`src/rtl/wire_pipe_pkg.sv`:
```
// Shared constants and helpers for the wire_pipe elastic retiming pipeline.
package wire_pipe_pkg;

    // Deepest pipeline a lane is intended to be built with.
    localparam int unsigned MAX_STAGES = 16;

    // Width of a per-lane occupancy count; a zero-stage lane still gets one
    // bit so the packed occupancy bus never collapses to zero width.
    function automatic int unsigned occ_width(input int unsigned stages);
        return (stages == 0) ? 1 : $clog2(stages + 1);
    endfunction

    // Bit offset of lane k inside a packed CHANNELS*width bus.
    function automatic int unsigned lane_slice(input int unsigned k, input int unsigned width);
        return k * width;
    endfunction

endpackage

```
`src/rtl/wire_pipe_lane.sv`:
```
// One lane of wire_pipe: a STAGES-deep valid/ready register pipeline with a
// combinational ready chain and no skid buffer. STAGES=0 is a plain wire.
// Optional macro WIRE_PIPE_OCCUPANCY_EN adds a registered per-lane count of
// valid stages.
module wire_pipe_lane
    import wire_pipe_pkg::*;
#(
    parameter int unsigned WIDTH  = 1,
    parameter int unsigned STAGES = 2
) (
    input  logic                         clk,
    input  logic                         rst_n,
    input  logic                         flush,
    input  logic                         in_valid,
    output logic                         in_ready,
    input  logic [WIDTH-1:0]             in,
    output logic                         out_valid,
    input  logic                         out_ready,
    output logic [WIDTH-1:0]             out
`ifdef WIRE_PIPE_OCCUPANCY_EN
    ,
    output logic [occ_width(STAGES)-1:0] occupancy
`endif
);

    localparam int unsigned OW = occ_width(STAGES);

    generate
        if (STAGES == 0) begin : g_wire
            // Pure combinational pass-through; flush blocks the handshake both ways.
            assign out       = in;
            assign out_valid = in_valid && !flush;
            assign in_ready  = out_ready && !flush;
`ifdef WIRE_PIPE_OCCUPANCY_EN
            assign occupancy = '0;
`endif
        end else begin : g_pipe
            logic [STAGES-1:0] v_q;
            logic [STAGES-1:0] v_d;
            logic [WIDTH-1:0]  d_q [STAGES];
            logic [WIDTH-1:0]  d_d [STAGES];
            logic [STAGES:0]   rdy;
            logic              push;

            // Ready chain: a stage can load when it is empty or its successor loads.
            always_comb begin
                rdy         = '0;
                rdy[STAGES] = out_ready;
                for (int s = STAGES - 1; s >= 0; s--) begin
                    rdy[s] = !v_q[s] || rdy[s+1];
                end
            end

            assign in_ready  = rdy[0] && !flush;
            assign push      = in_valid && in_ready;
            assign out_valid = v_q[STAGES-1];
            assign out       = d_q[STAGES-1];

            // Next-state: shift forward where enabled; bubbles keep old data.
            always_comb begin
                v_d = v_q;
                d_d = d_q;
                if (rdy[0]) begin
                    v_d[0] = push;
                    if (push) begin
                        d_d[0] = in;
                    end
                end
                for (int s = 1; s < STAGES; s++) begin
                    if (rdy[s]) begin
                        v_d[s] = v_q[s-1];
                        if (v_q[s-1]) begin
                            d_d[s] = d_q[s-1];
                        end
                    end
                end
                // Flush empties the pipe but deliberately leaves data registers alone.
                if (flush) begin
                    v_d = '0;
                end
            end

            // Stage valid and data registers.
            always_ff @(posedge clk or negedge rst_n) begin
                if (!rst_n) begin
                    v_q <= '0;
                    for (int s = 0; s < STAGES; s++) begin
                        d_q[s] <= '0;
                    end
                end else begin
                    v_q <= v_d;
                    for (int s = 0; s < STAGES; s++) begin
                        d_q[s] <= d_d[s];
                    end
                end
            end

`ifdef WIRE_PIPE_OCCUPANCY_EN
            logic [OW-1:0] occ_q;
            logic [OW-1:0] occ_d;
            logic          pop;

            assign pop       = v_q[STAGES-1] && out_ready;
            assign occupancy = occ_q;

            // Occupancy next-state: push and pop together leave the count unchanged.
            always_comb begin
                occ_d = occ_q;
                if (flush) begin
                    occ_d = '0;
                end else if (push && !pop) begin
                    occ_d = occ_q + 1'b1;
                end else if (pop && !push) begin
                    occ_d = occ_q - 1'b1;
                end
            end

            // Occupancy register.
            always_ff @(posedge clk or negedge rst_n) begin
                if (!rst_n) begin
                    occ_q <= '0;
                end else begin
                    occ_q <= occ_d;
                end
            end

            // The count must always agree with the number of valid stages.
            always @(posedge clk) begin
                if (rst_n) begin
                    assert (occ_q == OW'($countones(v_q)))
                        else $error("wire_pipe_lane occupancy %0d disagrees with valid stages", occ_q);
                end
            end
`endif
        end
    endgenerate

endmodule

```
`src/rtl/wire_pipe.sv`:
```
// wire_pipe top: CHANNELS independent elastic lanes of WIDTH bits, each
// STAGES registers deep, sharing only clk, rst_n and flush.
// Optional macro WIRE_PIPE_OCCUPANCY_EN adds the packed occupancy output.
module wire_pipe
    import wire_pipe_pkg::*;
#(
    parameter int unsigned WIDTH    = 1,
    parameter int unsigned CHANNELS = 1,
    parameter int unsigned STAGES   = 2
) (
    input  logic                                  clk,
    input  logic                                  rst_n,
    input  logic                                  flush,
    input  logic [CHANNELS-1:0]                   in_valid,
    output logic [CHANNELS-1:0]                   in_ready,
    input  logic [CHANNELS*WIDTH-1:0]             in,
    output logic [CHANNELS-1:0]                   out_valid,
    input  logic [CHANNELS-1:0]                   out_ready,
    output logic [CHANNELS*WIDTH-1:0]             out
`ifdef WIRE_PIPE_OCCUPANCY_EN
    ,
    output logic [CHANNELS*occ_width(STAGES)-1:0] occupancy
`endif
);

    localparam int unsigned OW = occ_width(STAGES);

    // One lane instance per channel; buses are sliced by lane offset.
    for (genvar k = 0; k < CHANNELS; k++) begin : g_lane
        wire_pipe_lane #(
            .WIDTH  (WIDTH),
            .STAGES (STAGES)
        ) u_lane (
            .clk       (clk),
            .rst_n     (rst_n),
            .flush     (flush),
            .in_valid  (in_valid[k]),
            .in_ready  (in_ready[k]),
            .in        (in[lane_slice(k, WIDTH) +: WIDTH]),
            .out_valid (out_valid[k]),
            .out_ready (out_ready[k]),
            .out       (out[lane_slice(k, WIDTH) +: WIDTH])
`ifdef WIRE_PIPE_OCCUPANCY_EN
            ,
            .occupancy (occupancy[lane_slice(k, OW) +: OW])
`endif
        );
    end

endmodule

```
`config.mk`:
```
export PLATFORM = sky130hd
export DESIGN_NAME = wire_pipe
export DESIGN_NICKNAME = d
export VERILOG_FILES = /design/src/rtl/wire_pipe_pkg.sv /design/src/rtl/wire_pipe_lane.sv /design/src/rtl/wire_pipe.sv
export SDC_FILE = /design/constraint.sdc
export NUM_CORES = 1
export LEC_CHECK = 0
export BUFFER_PORTS_ARGS = -buffer_cell sky130_fd_sc_hd__buf_2
export CAP_MARGIN = 0
export CORE_AREA = 2 2 39 41
export DETAILED_ROUTE_END_ITERATION = 8
export DIE_AREA = 0 0 41 43
export PLACE_DENSITY = 0.42
export SKIP_LAST_GASP = 1
export SYNTH_ARGS = -nofsm -noshare
export SYNTH_HDL_FRONTEND = slang
export SYNTH_SLANG_ARGS = --single-unit
```
`constraint.sdc`:
```
create_clock -name clk -period 1.4 [get_ports clk]
set_clock_uncertainty 0.05 [all_clocks]
set_input_delay 0.14 -clock clk [delete_from_list [all_inputs] [get_ports clk]]
set_output_delay 0.14 -clock clk [all_outputs]
set_load 0.01 [all_outputs]
```
==> results of run 1 <==
## kinds of logic after synthesis
| family | share of synthesized area [%] |
|---|---|
| flip-flops | 55.9 |
| multiplexers | 14.7 |
| AO/OA/AOI/OAI | 6.99 |
| AND/OR/NAND/NOR | 20.3 |
| buffers and inverters | 2.10 |
## registers in the layout, indices dropped and copies added (netlist names)
register                  flops
g_lane.u_lane.g_pipe.d_q      1
g_lane.u_lane.out             1
g_lane.u_lane.g_pipe.v_q      2
## layout make-up
type	instances	area [sq um]
fillers	144	1110
inverters	1	3.75
clock buffers	3	22.5
flip-flops and latches	4	100
multi-input cells	10	75.1
well taps	16	20.0
repair buffers	9	50.0
## power groups by stage
stage | clock network (W) | logic, W | registers [W]
3_5_place_dp | 0 | 0.0000540 | 0.000141
5_1_grt | 0.000160 | 0.0000611 | 0.000142
2_1_floorplan | 0 | 0.0000235 | 0.000144
3_3_place_gp | 0 | 0.0000509 | 0.000140
4_1_cts | 0.000153 | 0.0000559 | 0.000140
6_report | 0.000148 | 0.0000545 | 0.000140
## metal layers
metal	wire length [microns]	GRT usage (%)
met4	0	4.00
met3	56	6.28
met2	161	7.81
met5	0	0
met1	216	7.12
## synthesized netlist by cell type, drive strengths merged
cell type  n
a21boi     1
and3b      1
a21oi      1
inv        1
nor3b      1
dfrtp      4
nor2       4
mux2       2
## worst register-to-register path, stage by stage (launching register included)
cell and delay [ns]:
dfrtp_1 0.39, and3b_1 0.21, nor3b_2 0.21, mux2_4 0.32
## through the flow
step | instances | util (%) | instance area, sq um | hold WS, ns
floorplan | 15 | - | 179 | -0.206
detailed placement | 39 | 17.3 | 239 | -0.0997
finish | 43 | 19.6 | 272 | 0.0628
global route | 43 | 19.6 | 272 | 0.0675
global placement | 39 | 17.3 | 239 | -0.105
CTS | 43 | 19.6 | 272 | 0.0572
## timing repair
item	CTS	global route
endpoints found under the setup margin	0	0
endpoints found under the hold margin	4	0
hold buffers	1	0
## worst max-delay path by stage
stage	slack [ns]	to	start	cells past startpoint
5_1_grt	0.04	g_lane[0].u_lane.g_pipe.d_q[1]$_DFFE_PN0P_	g_lane[0].u_lane.g_pipe.v_q[0]$_DFFE_PN0P_	3
6_report	0.1	g_lane[0].u_lane.g_pipe.d_q[1]$_DFFE_PN0P_	g_lane[0].u_lane.g_pipe.v_q[1]$_DFFE_PN0P_	3
3_5_place_dp	0.09	g_lane[0].u_lane.g_pipe.d_q[1]$_DFFE_PN0P_	g_lane[0].u_lane.g_pipe.v_q[1]$_DFFE_PN0P_	3
3_3_place_gp	0.14	g_lane[0].u_lane.g_pipe.d_q[1]$_DFFE_PN0P_	g_lane[0].u_lane.g_pipe.v_q[1]$_DFFE_PN0P_	3
4_1_cts	0.08	g_lane[0].u_lane.g_pipe.d_q[1]$_DFFE_PN0P_	g_lane[0].u_lane.g_pipe.v_q[1]$_DFFE_PN0P_	3
2_1_floorplan	0.13	g_lane[0].u_lane.g_pipe.d_q[1]$_DFFE_PN0P_	g_lane[0].u_lane.g_pipe.v_q[1]$_DFFE_PN0P_	3
==> flow_summary.ini, run 1 <==
[die]
io_pins = 9
die_w_microns = 41
die_y_microns = 43
fp-row-count = 14
placeableCoreArea_sq_um = 1380
die_area_sq_um = 1760
initial_utilization_pct = 12.9

[timing]
fin_crit_sh_pct = 92.9
tightestPinTransition_ns = 0.204
tns_ns = 0
final_max_slew_viol_count = 0
finalSetupViolCount = 0
finalCriticalPeriod_ns = 1.30
setup_slack_ns = 0.0988
max_freq_mhz = 769
finalHoldViolCount = 0
relSlewSlack_pct = 86.3
rsz0062_at_grt = false

[routing]
drtIter0Drc = 0
vias_per_cell = 3.60
drcViolationCount = 0
dr.pass1.iters = 1
antenna_left = 0
vias = 155
drt-wirelength-per-cell_microns = 10.1
wl_microns = 434

[hold_path]
min_path_cells = 2
min_path_type = input pin to flip-flop
hold_end = g_lane[0].u_lane.g_pipe.v_q[1]$_DFFE_PN0P_
min-delay-start = flush

[finish]
drive_gt1_share_pct = 51.9
syn2layout_area_growth_pct = 51.7
final_cell_mix = buf_2, nor2_1, dfrtp_1
layout_commonest_cell = buf_2
diodes = 0
final_nets = 35

[setup_path]
crit_path_end_kind = flip-flop
rrSetupSlack_ns = 0.1
slowest_delay_ns = 0.39
crit_slowest_cell = dfrtp_1
crit_required_ns = 1.47
cp_cell_sequence = and3b_1 -> nor3b_2 -> mux2_4
r2r_start = g_lane[0].u_lane.g_pipe.v_q[1]$_DFFE_PN0P_
critPathLaunchType = flip-flop
r2r-end = g_lane[0].u_lane.g_pipe.d_q[1]$_DFFE_PN0P_
worstPathArrival_ns = 1.37
worst-path-buf-inv = 0
crit_type = flip-flop to flip-flop
r2r_cells = 3
crit_family = simple AND/OR/NAND/NOR gates
worstPathMaxFanout = 4

[synth]
yosysWarningCount = 0
synth_area_sq_um = 179
yosysUniqueCellTypes = 9
synth_seq_area_share_pct = 55.9
synth_top_area_cell = dfrtp_1
synth_area_leaders = dfrtp_1, mux2_4, nor2_1, nor3b_2, mux2_2
ys_seq_elements = 4
syn_area_per_cell_sq_um = 11.9
synth.top_cell.area_share_pct = 55.9
synth_cells = 15
synth.net_count = 21

[power]
p_per_area_nw_per_um2 = 1260
swShare_pct = 24.6
peakVddDrop_v = 0.000320
internal_power_w = 0.000259
pwr-share-seq_pct = 40.9
comb_power_share_pct = 15.9
power_switching_w = 0.0000844
p_clk_share_pct = 43.3
p_leak_nw = 0.139
finalPower_w = 0.000343

[cts]
cts.sinks = 4
cts.repair.resized = 0
clk_path_buf_depth = 2
ctsHtreeMaxLevel = 1
cts_setup_buffers = 0
clkTransAtPathRegs_ns = 0.04
cts_root_buf = clkbuf_4
clk-insertion-delay-late_ns = 0.24
cts_inserted_buffers = 3
cts_tree = built

[placed_design]
gp_routability_congestion = 0.606
io_buffers = 8
dpl_worst_slack_ns = 0.0911

[global_routing]
gr-total-overflow = 0
grt_max_degree = 5
grt_pass1_wl_microns = 683
grt_antenna_before_repair = 0
grt_pass1_vias = 157
grt_usage_pct = 6.54

[run_status]
status = complete, no violations

[job]
cap_violations = 0
No activity file was read; power rests on OpenSTA's default activity.
==> run 2: changes to the inputs <==
==> constraint.sdc (replaced) <==
create_clock -name clk -period 1.4 [get_ports clk]
set_clock_uncertainty 0.05 [all_clocks]
set_input_delay 0.07 -clock clk [delete_from_list [all_inputs] [get_ports clk]]
set_output_delay 0.07 -clock clk [all_outputs]
set_load 0.01 [all_outputs]
==> flow_summary.ini, run 2 (synthesized netlist as in run 1, its figures left out) <==
[setup_path]
crit_path_end_kind = flip-flop
critPathLaunch = g_lane[0].u_lane.g_pipe.v_q[1]$_DFFE_PN0P_
slowest_delay_ns = 0.39
rrSetupSlack_ns = 0.1
crit_type = flip-flop to flip-flop
worstPathMaxFanout = 4
r2r_start = g_lane[0].u_lane.g_pipe.v_q[1]$_DFFE_PN0P_
crit_family = simple AND/OR/NAND/NOR gates
crit_required_ns = 1.47
cp_cell_sequence = and3b_1 -> nor3b_2 -> mux2_4
worstPathArrival_ns = 1.37
critPathLaunchType = flip-flop
crit_slowest_cell = dfrtp_1
worst-path-buf-inv = 0

[routing]
vias = 159
drtIter0Drc = 0
dr_wl_met3_microns = 54
drcViolationCount = 0
drt-wirelength-per-cell_microns = 10.1
dr.max_layer_used = met3
dr.pass1.iters = 1
met1Wirelength_microns = 223
antenna_left = 0
wl_microns = 443
wl_met2_microns = 165
vias_per_cell = 3.61

[finish]
drive_gt1_share_pct = 50.0
fin_util_pct = 20.3
n_fill_cell = 142
largest_reg_flops = 2
regMostFlops = g_lane.u_lane.g_pipe.v_q
design_area_sq_um = 282
layout_commonest_cell = buf_2
diodes = 0
fin_cells = 44
final_cell_mix = buf_2, nor2_1, dfrtp_1
final_nets = 36
syn2layout_area_growth_pct = 57.3

[global_routing]
grt_antenna_before_repair = 0
grt_usage_pct = 6.54
grt_pass1_wl_microns = 683
grt_pass1_vias = 160
grt_max_degree = 5
gr-total-overflow = 0

[placed_design]
io_buffers = 8
gp_routability_congestion = 0.606
placed_area_sq_um = 239
place_inst = 39

[cts]
cts.repair.resized = 0
cts.sinks = 4
clk-insertion-delay-late_ns = 0.24
clk_path_buf_depth = 2
ctsHtreeMaxLevel = 1
cts_root_buf = clkbuf_4
cts_inserted_buffers = 3
cts_tree = built
clkTransAtPathRegs_ns = 0.04

[power]
p_leak_nw = 0.144
peakVddDrop_v = 0.000323
comb_power_share_pct = 16.4
pwr-share-seq_pct = 40.6
p_per_area_nw_per_um2 = 1230
p_clk_share_pct = 43.0
power_switching_w = 0.0000848
internal_power_w = 0.000261
swShare_pct = 24.6

[timing]
fin_crit_sh_pct = 92.9
finalSetupViolCount = 0
tightestPinTransition_ns = 0.204
max_freq_mhz = 769
whs_ns = 0.0257
tns_ns = 0
finalCriticalPeriod_ns = 1.30
rsz0062_at_grt = false
finalHoldViolCount = 0
relSlewSlack_pct = 86.3
final_max_slew_viol_count = 0

[die]
fp-row-count = 14
die_w_microns = 41
die_y_microns = 43
die_area_sq_um = 1760
initial_utilization_pct = 12.9
placeableCoreArea_sq_um = 1380
io_pins = 9

[hold_path]
min_path_type = input pin to flip-flop
min-delay-start = in

[run_status]
status = complete, no violations

[job]
cap_violations = 0
## run 2: layer usage
layer  vias up  GRT usage (%)
met5         -              0
met4         0           4.00
met3         0           6.28
met2        11           7.81
met1        70           7.12
li1         78              -
## run 2: per-stage QoR
stage / setup WS [ns] / power (W)
finish: 0.0988 / 0.000345
global route: 0.0360 / 0.000366
CTS: 0.0770 / 0.000351
detailed placement: 0.0911 / 0.000195
global placement: 0.141 / 0.000191
floorplan: 0.134 / 0.000168
## run 2: final cells by class
| type | count | area, sq um | share of cell area [%] |
|---|---|---|---|
| Tap cell | 16 | 20.0 | 7.11 |
| Sequential cell | 4 | 100 | 35.6 |
| Clock buffer | 3 | 22.5 | 8.00 |
| Multi-Input combinational cell | 10 | 75.1 | 26.7 |
| Inverter | 1 | 3.75 | 1.33 |
| Timing Repair Buffer | 10 | 60.1 | 21.3 |
## run 2: final timing paths
check                                                        endpoint  depth (start not counted)
min in group asynchronous  g_lane[0].u_lane.g_pipe.v_q[1]$_DFFE_PN0P_                          2
setup / recovery           g_lane[0].u_lane.g_pipe.d_q[1]$_DFFE_PN0P_                          3
hold / removal             g_lane[0].u_lane.g_pipe.d_q[1]$_DFFE_PN0P_                          2
setup reg to reg           g_lane[0].u_lane.g_pipe.d_q[1]$_DFFE_PN0P_                          3
max in group asynchronous            g_lane[0].u_lane.out$_DFFE_PN0P_                          2
hold reg to reg                      g_lane[0].u_lane.out$_DFFE_PN0P_                          1
## run 2: power groups by stage
stage | Sequential [W] | Clock (W) | Combinational, W
after floorplan | 0.000144 | 0 | 0.0000235
after global placement | 0.000140 | 0 | 0.0000509
after detailed placement | 0.000141 | 0 | 0.0000540
after CTS | 0.000140 | 0.000153 | 0.0000581
after global routing | 0.000142 | 0.000160 | 0.0000632
final | 0.000140 | 0.000148 | 0.0000567
## run 2: what timing repair did
action                                 4_1_cts  5_1_grt
setup buffers                                0        0
hold buffers                                 2        0
endpoints found under the hold margin        6        0
==> run 3: changes to the inputs <==
--- a/config.mk
+++ b/config.mk
@@ -5,7 +5,7 @@
 export SDC_FILE = /design/constraint.sdc
 export NUM_CORES = 1
 export LEC_CHECK = 0
-export BUFFER_PORTS_ARGS = -buffer_cell sky130_fd_sc_hd__buf_2
+export BUFFER_PORTS_ARGS = -buffer_cell sky130_fd_sc_hd__clkbuf_2
 export CAP_MARGIN = 0
 export CORE_AREA = 2 2 39 41
 export DETAILED_ROUTE_END_ITERATION = 8
@@ -14,4 +14,5 @@
 export SKIP_LAST_GASP = 1
 export SYNTH_ARGS = -nofsm -noshare
 export SYNTH_HDL_FRONTEND = slang
+export SYNTH_HIERARCHICAL = 1
 export SYNTH_SLANG_ARGS = --single-unit
==> flow_summary.ini, run 3 <==
[cts]
clk-insertion-delay-late_ns = 0.23
clkTransAtPathRegs_ns = 0.04
holdBufCountCts = 1
cts_root_buf = clkbuf_4
cts_setup_buffers = 0
cts.sinks = 4
clk_path_buf_depth = 2
cts_inserted_buffers = 3
ctsHtreeMaxLevel = 1
cts_tree = built
cts.repair.resized = 0

[placed_design]
placed_area_sq_um = 239
hpwlAfterDp_microns = 346
io_buffers = 8
gp_routability_congestion = 0.588

[synth]
syn_area_per_cell_sq_um = 11.9
synth_area_sq_um = 179
synth_area_leaders = dfrtp_1, mux2_4, nor2_1, nor3b_2, mux2_2
synth_top_area_cell = dfrtp_1
synth-edff-count = 0
synth_commonest_cells = dfrtp_1, nor2_1
synth.net_count = 21
async_reset_ff_share_pct = 100
yosysUniqueCellTypes = 9
synth_cells = 15
ys.flop_type = dfrtp_1
synth_seq_area_share_pct = 55.9
ys_seq_elements = 4
yosysWarningCount = 6
synth.top_cell.area_share_pct = 55.9

[global_routing]
grt_usage_pct = 7.26
gr-total-overflow = 0
grt_pass1_wl_microns = 738
grt_max_degree = 5
grt_pass1_vias = 180
grt_antenna_before_repair = 0

[setup_path]
worst-path-buf-inv = 0
r2r_cells = 3
worstPathMaxFanout = 4
crit_path_end_kind = flip-flop
crit_type = flip-flop to flip-flop
critPathLaunchType = flip-flop
crit_required_ns = 1.46
crit_family = simple AND/OR/NAND/NOR gates
cp_cell_sequence = and3b_1 -> nor3b_2 -> mux2_4
crit_slowest_cell = dfrtp_1
slowest_delay_ns = 0.39
path_depth = 3
worstPathArrival_ns = 1.38

[finish]
design_area_sq_um = 272
regMostFlops = g_lane.u_lane/g_pipe.v_q
drive_gt1_share_pct = 51.9
n_fill_cell = 154
syn2layout_area_growth_pct = 51.7
fin_util_pct = 19.6
final_cell_mix = clkbuf_2, nor2_1, dfrtp_1
largest_reg_flops = 2
final_nets = 35
layout_commonest_cell = clkbuf_2
diodes = 0

[hold_path]
min_path_type = input pin to flip-flop
min_path_cells = 2

[routing]
wl_microns = 404
drtIter0Drc = 3
drcViolationCount = 0
drt-wirelength-per-cell_microns = 9.40
vias_per_cell = 3.84
antenna_left = 0
dr.pass1.iters = 2
vias = 165

[die]
initial_utilization_pct = 12.9
die_w_microns = 41
placeableCoreArea_sq_um = 1380
fp-row-count = 14
io_pins = 9
die_area_sq_um = 1760
die_y_microns = 43

[run_status]
status = complete, no violations

[timing]
tightestPinTransition_ns = 0.214
finalSetupViolCount = 0
final_max_slew_viol_count = 0
finalCriticalPeriod_ns = 1.32
relSlewSlack_pct = 85.6
finalHoldViolCount = 0
rsz0062_at_grt = false
tns_ns = 0
fin_crit_sh_pct = 94.3
whs_ns = 0.0146
max_freq_mhz = 758

[power]
p_per_area_nw_per_um2 = 1220
p_leak_nw = 0.140
peakVddDrop_v = 0.000436

[job]
cap_violations = 0
==> run 3: changes by cell type in the layout (fill, tap and decap cells not counted) <==
cell / previous run / this run
dlygate4sd3_1: 2 / 1
buf_2: 8 / 0
clkbuf_2: 0 / 8
==> run 3: worst paths after layout <==
check                      slack, ns                                        from                                         end
setup / recovery                0.08  g_lane[0].u_lane/g_pipe.v_q[1]$_DFFE_PN0P_  g_lane[0].u_lane/g_pipe.d_q[1]$_DFFE_PN0P_
hold / removal                  0.01                                       flush  g_lane[0].u_lane/g_pipe.v_q[1]$_DFFE_PN0P_
setup reg to reg                0.08  g_lane[0].u_lane/g_pipe.v_q[1]$_DFFE_PN0P_  g_lane[0].u_lane/g_pipe.d_q[1]$_DFFE_PN0P_
hold reg to reg                 0.46  g_lane[0].u_lane/g_pipe.d_q[1]$_DFFE_PN0P_  g_lane[0].u_lane/g_pipe.d_q[1]$_DFFE_PN0P_
max in group asynchronous       1.04                                       rst_n  g_lane[0].u_lane/g_pipe.d_q[1]$_DFFE_PN0P_
min in group asynchronous       0.14                                       rst_n  g_lane[0].u_lane/g_pipe.v_q[0]$_DFFE_PN0P_
==> run 3: metal layers <==
metal,share of wire [%],GRT usage (%),vias to the layer above,wire (microns)
met4,1.5,4.00,0,6
met2,38,9.38,9,153
met5,0,0,-,0
met1,49,6.84,76,197
met3,11,7.85,2,46
li1,-,-,78,-
==> run 3: cell families (layout without fill, tap and decap cells) <==
| kind of cell | after synthesis | count (layout) | share of synthesized area (%) |
|---|---|---|---|
| flops | 4 | 4 | 55.9 |
| mux | 2 | 2 | 14.7 |
| buf+inv | 1 | 13 | 2.10 |
| simple gates | 6 | 6 | 20.3 |
| compound gates | 2 | 2 | 6.99 |
==> run 3: metrics by stage <==
stage               power [W]  instances  worst slack [ns]
floorplan            0.000168         15             0.134
global placement     0.000191         39             0.137
detailed placement   0.000194         39            0.0676
CTS                  0.000342         43            0.0569
global route         0.000363         43           0.00401
finish               0.000332         43            0.0801
==> run 3: area by class of cell <==
type / instances / area (sq um) / area share [%]
Sequential cell: 4 / 100 / 36.9
Tap cell: 16 / 20.0 / 7.37
Inverter: 1 / 3.75 / 1.38
Multi-Input combinational cell: 10 / 75.1 / 27.6
Clock buffer: 3 / 22.5 / 8.29
Timing Repair Buffer: 9 / 50.0 / 18.4
==> run 3: power breakdown <==
part           switching (W)   total, W  internal (W)
sequential        0.00000869   0.000140      0.000132
combinational      0.0000231  0.0000539     0.0000308
clock              0.0000421   0.000138     0.0000955
